`config.mk`:
```
export PLATFORM = sky130hd
export DESIGN_NAME = can_bit_timing_ctrl
export DESIGN_NICKNAME = d
export VERILOG_FILES = /design/src/rtl/can_bit_timing_ctrl_pkg.sv /design/src/rtl/can_phase_err.sv /design/src/rtl/can_bit_timing_ctrl.sv
export SDC_FILE = /design/constraint.sdc
export NUM_CORES = 1
export LEC_CHECK = 0
export BUFFER_PORTS_ARGS = -buffer_cell sky130_fd_sc_hd__buf_2
export CAP_MARGIN = 10
export CORE_MARGIN = 4
export CORE_UTILIZATION = 46
export CTS_CLUSTER_SIZE = 20
export DETAILED_ROUTE_END_ITERATION = 10
export GPL_TIMING_DRIVEN = 0
export HOLD_SLACK_MARGIN = 0.1
export PLACE_DENSITY = 0.77
export SLEW_MARGIN = 10
export SYNTH_ARGS = -nofsm -noshare
export SYNTH_HDL_FRONTEND = slang
export SYNTH_SLANG_ARGS = --single-unit
```
`constraint.sdc`:
```
create_clock -name clk -period 6.6 [get_ports clk]
set_input_delay 0.33 -clock clk [delete_from_list [all_inputs] [get_ports clk]]
set_output_delay 0.33 -clock clk [all_outputs]
set_load 0.1 [all_outputs]
```
`src/rtl/can_bit_timing_ctrl_pkg.sv`:
```
// ----------------------------------------------------------------------------
// can_bit_timing_ctrl_pkg
//   Shared CAN definitions for the bit-timing controller and the TQ generator:
//   field widths, the integration length, the controller FSM state encoding,
//   the packed TQ-generator configuration and two small helpers.
//   Every raw timing field value n means n+1 time quanta (or prescaler steps).
// ----------------------------------------------------------------------------
package can_bit_timing_ctrl_pkg;

    localparam int CAN_BRP_W      = 6;
    localparam int CAN_TSEG1_W    = 4;
    localparam int CAN_TSEG2_W    = 3;
    localparam int CAN_SJW_W      = 2;
    localparam int CAN_TQPOS_W    = 5;
    localparam int CAN_RSYNC_W    = 3;
    localparam int CAN_INTEG_BITS = 11;

    typedef enum logic [1:0] {
        ST_CONFIG    = 2'd0,
        ST_INTEGRATE = 2'd1,
        ST_IDLE_BUS  = 2'd2,
        ST_ACTIVE    = 2'd3
    } can_state_e;

    // Configuration consumed by the TQ generator.
    typedef struct packed {
        logic [CAN_BRP_W-1:0]   brp;
        logic [CAN_TSEG1_W-1:0] tseg1;
        logic [CAN_TSEG2_W-1:0] tseg2;
        logic [CAN_SJW_W-1:0]   sjw;
    } can_tq_cfg_t;

    localparam can_tq_cfg_t CAN_TQ_CFG_RST = '{
        brp:   6'd0,
        tseg1: 4'd12,
        tseg2: 3'd1,
        sjw:   2'd0
    };

    // Quanta per bit: sync segment + (tseg1+1) + (tseg2+1).
    function automatic logic [CAN_TQPOS_W-1:0] can_total_tq(
        input logic [CAN_TSEG1_W-1:0] tseg1,
        input logic [CAN_TSEG2_W-1:0] tseg2
    );
        return CAN_TQPOS_W'(tseg1) + CAN_TQPOS_W'(tseg2) + CAN_TQPOS_W'(3);
    endfunction

    // The jump width may never exceed phase_seg2; both fields share the n+1
    // encoding so the raw values compare directly.
    function automatic logic [CAN_SJW_W-1:0] can_clip_sjw(
        input logic [CAN_SJW_W-1:0]   sjw,
        input logic [CAN_TSEG2_W-1:0] tseg2
    );
        return ({1'b0, sjw} > tseg2) ? tseg2[CAN_SJW_W-1:0] : sjw;
    endfunction

endpackage

```
`src/rtl/can_phase_err.sv`:
```
// ----------------------------------------------------------------------------
// can_phase_err
//   Combinational phase-error evaluation for a resynchronising edge.
//   Ports:
//     i_edge         honoured edge in this cycle (already qualified)
//     i_tx_dom       local node drives dominant (suppresses lengthening)
//     i_tq_position  TQ index of the edge, 1..total_tq
//     i_tseg1/2,sjw  applied raw timing fields
//     o_resync_len   TQs to add to phase_seg1 (0 = none)
//     o_resync_shr   TQs to remove from phase_seg2 (0 = none)
//   At most one output is nonzero because the two branches are exclusive.
// ----------------------------------------------------------------------------
module can_phase_err
    import can_bit_timing_ctrl_pkg::*;
(
    input  logic                   i_edge,
    input  logic                   i_tx_dom,
    input  logic [CAN_TQPOS_W-1:0] i_tq_position,
    input  logic [CAN_TSEG1_W-1:0] i_tseg1,
    input  logic [CAN_TSEG2_W-1:0] i_tseg2,
    input  logic [CAN_SJW_W-1:0]   i_sjw,
    output logic [CAN_RSYNC_W-1:0] o_resync_len,
    output logic [CAN_RSYNC_W-1:0] o_resync_shr
);

    logic [5:0] w_pos;
    logic [5:0] w_total;
    logic [5:0] w_seg1_end;
    logic [5:0] w_sjw_tq;
    logic [5:0] w_early_err;
    logic [5:0] w_late_err;

    always_comb begin
        w_pos        = 6'(i_tq_position);
        w_total      = 6'(can_total_tq(i_tseg1, i_tseg2));
        // Last TQ of sync + prop + phase_seg1.
        w_seg1_end   = 6'(i_tseg1) + 6'd2;
        w_sjw_tq     = 6'(i_sjw) + 6'd1;
        w_early_err  = w_pos - 6'd1;
        w_late_err   = w_total + 6'd1 - w_pos;
        o_resync_len = '0;
        o_resync_shr = '0;
        // An edge in the sync segment (p=1) carries no phase error.
        if (i_edge && (w_pos >= 6'd2)) begin
            if (w_pos <= w_seg1_end) begin
                if (!i_tx_dom) begin
                    o_resync_len = CAN_RSYNC_W'((w_early_err < w_sjw_tq) ? w_early_err : w_sjw_tq);
                end
            end else if (w_pos <= w_total) begin
                o_resync_shr = CAN_RSYNC_W'((w_late_err < w_sjw_tq) ? w_late_err : w_sjw_tq);
            end
        end
    end

endmodule

```
`src/rtl/can_bit_timing_ctrl.sv`:
```
// ----------------------------------------------------------------------------
// can_bit_timing_ctrl
//   Controls the CAN TQ generator: holds its configuration, integrates onto
//   the bus, and issues hard-sync / resync requests from falling rx edges.
//   Ports:
//     clk, rst_n                       clock, synchronous active-low reset
//     i_cfg_mode, i_cfg_wr             configuration mode and write strobe
//     i_cfg_brp/tseg1/tseg2/sjw        raw timing fields to write
//     i_rx, i_tx_dom                   bus level (0 = dominant), local tx
//     i_frame_done                     end of frame from the protocol engine
//     i_tq_tick, i_bit_tick,
//     i_sample_point, i_tq_position    timing pulses and TQ index from gen
//     o_gen_brp/tseg1/tseg2/sjw        applied generator configuration
//     o_gen_en, o_hard_sync            generator enable, restart pulse
//     o_resync_len, o_resync_shr       phase correction, one cycle
//     o_bus_on, o_cfg_rej              integrated, rejected write pulse
//     o_state                          FSM state for observation
//   Handshakes: all strobes and pulses are single-cycle, active-high and
//   sampled on the rising clk edge; there is no back-pressure anywhere.
//   hard_sync and resync outputs are combinational in the tq_tick cycle.
// ----------------------------------------------------------------------------
module can_bit_timing_ctrl
    import can_bit_timing_ctrl_pkg::*;
#(
    parameter int INTEG_BITS = CAN_INTEG_BITS
) (
    input  logic                   clk,
    input  logic                   rst_n,
    input  logic                   i_cfg_mode,
    input  logic                   i_cfg_wr,
    input  logic [CAN_BRP_W-1:0]   i_cfg_brp,
    input  logic [CAN_TSEG1_W-1:0] i_cfg_tseg1,
    input  logic [CAN_TSEG2_W-1:0] i_cfg_tseg2,
    input  logic [CAN_SJW_W-1:0]   i_cfg_sjw,
    input  logic                   i_rx,
    input  logic                   i_tx_dom,
    input  logic                   i_frame_done,
    input  logic                   i_tq_tick,
    input  logic                   i_bit_tick,
    input  logic                   i_sample_point,
    input  logic [CAN_TQPOS_W-1:0] i_tq_position,
    output logic [CAN_BRP_W-1:0]   o_gen_brp,
    output logic [CAN_TSEG1_W-1:0] o_gen_tseg1,
    output logic [CAN_TSEG2_W-1:0] o_gen_tseg2,
    output logic [CAN_SJW_W-1:0]   o_gen_sjw,
    output logic                   o_gen_en,
    output logic                   o_hard_sync,
    output logic [CAN_RSYNC_W-1:0] o_resync_len,
    output logic [CAN_RSYNC_W-1:0] o_resync_shr,
    output logic                   o_bus_on,
    output logic                   o_cfg_rej,
    output can_state_e             o_state
);

    localparam int CNT_W = $clog2(INTEG_BITS + 1);

    can_state_e       r_state;
    can_state_e       w_state_next;
    can_tq_cfg_t      r_gen_cfg;
    logic             r_cfg_rej;
    logic [CNT_W-1:0] r_integ_cnt;
    logic [CNT_W-1:0] w_cnt_inc;
    logic             r_prev_rx;
    logic             r_edge_seen;
    logic             w_fall;
    logic             w_edge_ok;
    logic             w_hard_sync;
    logic             w_resync_edge;

    assign w_cnt_inc = r_integ_cnt + CNT_W'(1);

    // Recessive-to-dominant transition between consecutive TQ samples.
    assign w_fall = i_tq_tick && r_prev_rx && !i_rx;

    // Only one edge per bit is honoured, and never while leaving for CONFIG,
    // closing a frame, or held in reset.
    assign w_edge_ok = w_fall && !r_edge_seen && rst_n && !i_cfg_mode &&
                       ((r_state == ST_IDLE_BUS) ||
                        ((r_state == ST_ACTIVE) && !i_frame_done));

    assign w_hard_sync   = w_edge_ok && (r_state == ST_IDLE_BUS);
    assign w_resync_edge = w_edge_ok && (r_state == ST_ACTIVE);

    // ---------------- FSM ----------------
    always_ff @(posedge clk) begin
        if (!rst_n) begin
            r_state <= ST_CONFIG;
        end else begin
            r_state <= w_state_next;
        end
    end

    always_comb begin
        w_state_next = r_state;
        o_gen_en     = (r_state != ST_CONFIG);
        o_bus_on     = (r_state == ST_IDLE_BUS) || (r_state == ST_ACTIVE);
        o_hard_sync  = w_hard_sync;
        case (r_state)
            ST_CONFIG: begin
                if (!i_cfg_mode) w_state_next = ST_INTEGRATE;
            end
            ST_INTEGRATE: begin
                if (i_sample_point && i_rx && (w_cnt_inc == CNT_W'(INTEG_BITS))) begin
                    w_state_next = ST_IDLE_BUS;
                end
            end
            ST_IDLE_BUS: begin
                if (w_hard_sync) w_state_next = ST_ACTIVE;
            end
            ST_ACTIVE: begin
                if (i_frame_done) w_state_next = ST_IDLE_BUS;
            end
            default: w_state_next = ST_CONFIG;
        endcase
        // Configuration mode overrides every other transition.
        if (i_cfg_mode) w_state_next = ST_CONFIG;
    end

    // ---------------- configuration ----------------
    always_ff @(posedge clk) begin
        if (!rst_n) begin
            r_gen_cfg <= CAN_TQ_CFG_RST;
            r_cfg_rej <= 1'b0;
        end else begin
            r_cfg_rej <= i_cfg_wr && (r_state != ST_CONFIG);
            if (i_cfg_wr && (r_state == ST_CONFIG)) begin
                r_gen_cfg.brp   <= i_cfg_brp;
                r_gen_cfg.tseg1 <= i_cfg_tseg1;
                r_gen_cfg.tseg2 <= i_cfg_tseg2;
                r_gen_cfg.sjw   <= can_clip_sjw(i_cfg_sjw, i_cfg_tseg2);
            end
        end
    end

    // ---------------- integration counter ----------------
    // Held at zero outside INTEGRATE, so every entry starts a fresh count.
    always_ff @(posedge clk) begin
        if (!rst_n) begin
            r_integ_cnt <= '0;
        end else if (r_state != ST_INTEGRATE) begin
            r_integ_cnt <= '0;
        end else if (i_sample_point) begin
            r_integ_cnt <= i_rx ? w_cnt_inc : '0;
        end
    end

    // ---------------- edge tracking ----------------
    always_ff @(posedge clk) begin
        if (!rst_n) begin
            r_prev_rx   <= 1'b1;
            r_edge_seen <= 1'b0;
        end else begin
            if (i_tq_tick) r_prev_rx <= i_rx;
            if (i_bit_tick || (r_state == ST_CONFIG)) begin
                r_edge_seen <= 1'b0;
            end else if (w_edge_ok) begin
                r_edge_seen <= 1'b1;
            end
        end
    end

    can_phase_err u_phase_err (
        .i_edge        (w_resync_edge),
        .i_tx_dom      (i_tx_dom),
        .i_tq_position (i_tq_position),
        .i_tseg1       (r_gen_cfg.tseg1),
        .i_tseg2       (r_gen_cfg.tseg2),
        .i_sjw         (r_gen_cfg.sjw),
        .o_resync_len  (o_resync_len),
        .o_resync_shr  (o_resync_shr)
    );

    assign o_gen_brp   = r_gen_cfg.brp;
    assign o_gen_tseg1 = r_gen_cfg.tseg1;
    assign o_gen_tseg2 = r_gen_cfg.tseg2;
    assign o_gen_sjw   = r_gen_cfg.sjw;
    assign o_cfg_rej   = r_cfg_rej;
    assign o_state     = r_state;

endmodule

```
==> results by group <==
Yosys
  – Mapped Area: 2010 sq um
  – Register area share after synthesis: 23.9%
  – Cell count after synthesis: 247
  – Number of synthesis warnings: 0
  – Yosys reg bits: 24
  – Unique masters post-synth: 46
  – EDFF count, synth: 0
  – Post-synth ARST share: 0%
  – Syn Nets: 315
  – Main flop type after synthesis: dfxtp_1
  – Mean Syn Cell Area: 8.13 sq um

Route
  – DR vias/cell: 5.14
  – DRT iter0 DRCs: 92
  – Antenna viol nets, final: 0
  – DR vias: 1835
  – WL/cell: 12.2 microns
  – First-pass iteration count of the detailed router: 4
  – DRC viols: 0
  – WL final: 4.35 mm

Clock tree
  – Max H-tree Level: 1
  – Post-CTS setup buffer count: 0
  – CTS Hold Buffers Added: 0
  – Post-CTS resize count: 0
  – TritonCTS buffer count: 3
  – CTS tree: done
  – Sink Count: 24
  – CTS clk-pin slew, worst paths: 0.08 ns
  – Clk root buf: clkbuf_8
  – Clk buf depth: 2
  – Skew-Pair Late Insertion Delay: 0.26 ns

Global route
  – All-Layer GR Usage: 17.1%
  – Largest net degree at the start of global routing: 14
  – Initial antenna violation count: 0
  – Number of global-route vias before repair: 1817
  – First-pass GRT wire length: 7.67 mm
  – Aggregate global routing overflow: 0

Setup path
  – Most numerous cell on the critical path: ha_1
  – CP Launch Type: register
  – Sum of buffers and inverters on the critical path: 3
  – Max incr delay on CP: 0.52 ns
  – Kind of critical path: register to primary output
  – Flop2flop setup slack: 5.10 ns
  – Critical path's top delay family: adder cells
  – Critical path required time: 6.27 ns
  – R2R depth: 6
  – Reg-to-Reg Start: o_state[1]
  – Setup crit end kind: primary output
  – Max FO, Critical Path: 6
  – CP max stage cell: fa_1
  – CP Cell Sequence: inv_1, ha_1, inv_1, ha_1, fa_1, ha_1, fa_1, ha_1, a21o_1, a211oi_1, and4_4, nand3_1, a21oi_1, buf_2
  – WP data arrival: 4.27 ns
  – Reg2Reg Capture Point: o_gen_sjw[0]

STA
  – RSZ-0062 raised after global routing: no
  – Final TNS setup: 0 ns
  – Fin crit share: 69.7%
  – Hold Vio Cnt, Final: 0
  – Max Clock Freq: 217 MHz
  – Slew Limit Fails: 0
  – Crit path time final: 4.60 ns
  – Hold WS: 0.230 ns
  – Setup violators final: 0
  – Clk_skew: 0.00291 ns
  – Max-slew headroom: 67.1%
  – Worst-Margin Slew: 0.492 ns

Power and ir drop
  – P_leak: 1.24 nW
  – Power density over the cells: 207 nW/um^2
  – Peak VDD IR: 0.0000842 V

Finish
  – Most common cell after layout, fill and taps aside: buf_2
  – Fraction of layout cells with a size suffix above 1: 22.8%
  – Antenna fix cells: 0
  – P&R area growth vs syn: 19.8%
  – NumNets Final: 376
  – Most frequent cells in the layout: 58 x buf_2, 35 x ha_1, 33 x nand2_1
  – Finished Layout Cells: 357
  – Util after Layout: 58.5%

Place
  – IO buf count: 56
  – Post-DP HPWL: 3.72 mm
  – Final Wtd Congestion: 0.803
  – Placed cell count: 353

Die
  – Die height: 74.1 microns
  – Core ar.: 4120 sq um
  – I/O pins: 57
  – Die W: 74.1 microns
  – Die area: 5490 sq um
  – Row Count: 23
  – Effective utilization at floorplan: 48.8%

Worst hold path
  – HP Start: i_bit_tick
  – Hold Crit Depth: 2
  – Class of the worst hold path: input pin to register
  – Hold Path End: r_edge_seen

Outcome
  – Outcome: finished, final reports clean

Run
  – Max-cap violations: 0
final cells by class:
type                       instances  area [sq um]
fill                             389          1710
multi-input combinational        187          1390
sequential                        24           480
timing repair buffer              56           280
inverter                          30           113
tap                               50          62.6
clock buffer                       4          55.1
buffer                             6          25.0
sequential cells by signal, summed over array words and instances (netlist names):
| register | flops |
|---|---|
| o_cfg_rej | 1 |
| o_gen_brp | 6 |
| o_gen_sjw | 2 |
| o_gen_tseg1 | 4 |
| o_gen_tseg2 | 3 |
| o_state | 2 |
| r_edge_seen | 1 |
| r_integ_cnt | 4 |
| r_prev_rx | 1 |
worst register-to-register path, stage by stage (launching register included):
cell and delay, ns:
dfxtp_1 0.38, nor2_1 0.23, and2_1 0.15, buf_2 0.19, buf_2 0.24, nand2_1 0.07
o211a_1 0.13
routing by layer:
layer  wire length, microns  up-vias  GRT usage, %
li1                       -      971             -
met1                   2020      817          22.2
met2                   2060       43          30.3
met3                    237        4          2.70
met4                     36        0          3.02
met5                      0        -             0
metrics by stage:
stage	worst slack, ns	area, sq um	total power [W]
3_5_place_dp	2.29	2350	0.000404
3_3_place_gp	2.34	2350	0.000397
2_1_floorplan	0.912	2010	0.000351
6_report	2.00	2410	0.000498
4_1_cts	1.99	2410	0.000502
5_1_grt	1.76	2410	0.000537
report_power, final:
part,internal (W),switching [W]
Combinational,0.0000887,0.000154
Sequential,0.000151,0.00000652
Clock,0.0000531,0.0000437
how the worst max path moves through the flow:
stage,startpoint,endpoint,slack [ns],cells past startpoint
after CTS,o_gen_tseg1[1],o_resync_shr[0],1.99,14
after global routing,o_gen_tseg1[1],o_resync_shr[1],1.76,14
after detailed placement,o_gen_tseg1[1],o_resync_shr[0],2.29,14
final,o_gen_tseg1[1],o_resync_shr[2],2.00,14
after global placement,o_gen_tseg1[1],o_resync_shr[1],2.34,14
after floorplan,o_gen_tseg1[1],o_resync_shr[1],0.91,13
cells in the mapped netlist (2+ instances only):
library cell / n / area share [%]
ha_1: 35 / 22
nand2_1: 33 / 6.2
inv_1: 30 / 5.6
dfxtp_1: 24 / 24
nor2_1: 15 / 2.8
o21ai_0: 11 / 2.7
a21boi_0: 10 / 3.7
a21oi_1: 10 / 2.5
nand3_1: 7 / 1.7
a211oi_1: 5 / 1.9
a21o_1: 4 / 1.5
clkbuf_1: 4 / 0.75
nand3b_1: 4 / 1.5
xnor2_1: 4 / 1.7
and3_1: 3 / 0.93
fa_1: 3 / 3.0
nand2b_1: 3 / 0.93
nor2b_1: 3 / 0.93
xor2_1: 3 / 1.3
and2_1: 2 / 0.62
buf_2: 2 / 0.50
mux2i_1: 2 / 1.0
nand4_1: 2 / 0.62
nor3_1: 2 / 0.50
nor3b_1: 2 / 0.75
o211a_1: 2 / 1.0
o211ai_1: 2 / 0.75
o21a_1: 2 / 0.75
logic make-up after synthesis:
kind of cell | Yosys count | synth area share [%]
AO/OA/AOI/OAI | 55 | 18.5
buffers and inverters | 36 | 6.85
AND/OR/NAND/NOR | 85 | 21.9
XOR/XNOR | 7 | 3.05
multiplexers | 2 | 0.997
flip-flops | 24 | 23.9
adder cells (fa/ha/maj) | 38 | 24.8
Note: power is estimated with default switching activity, not from simulation.
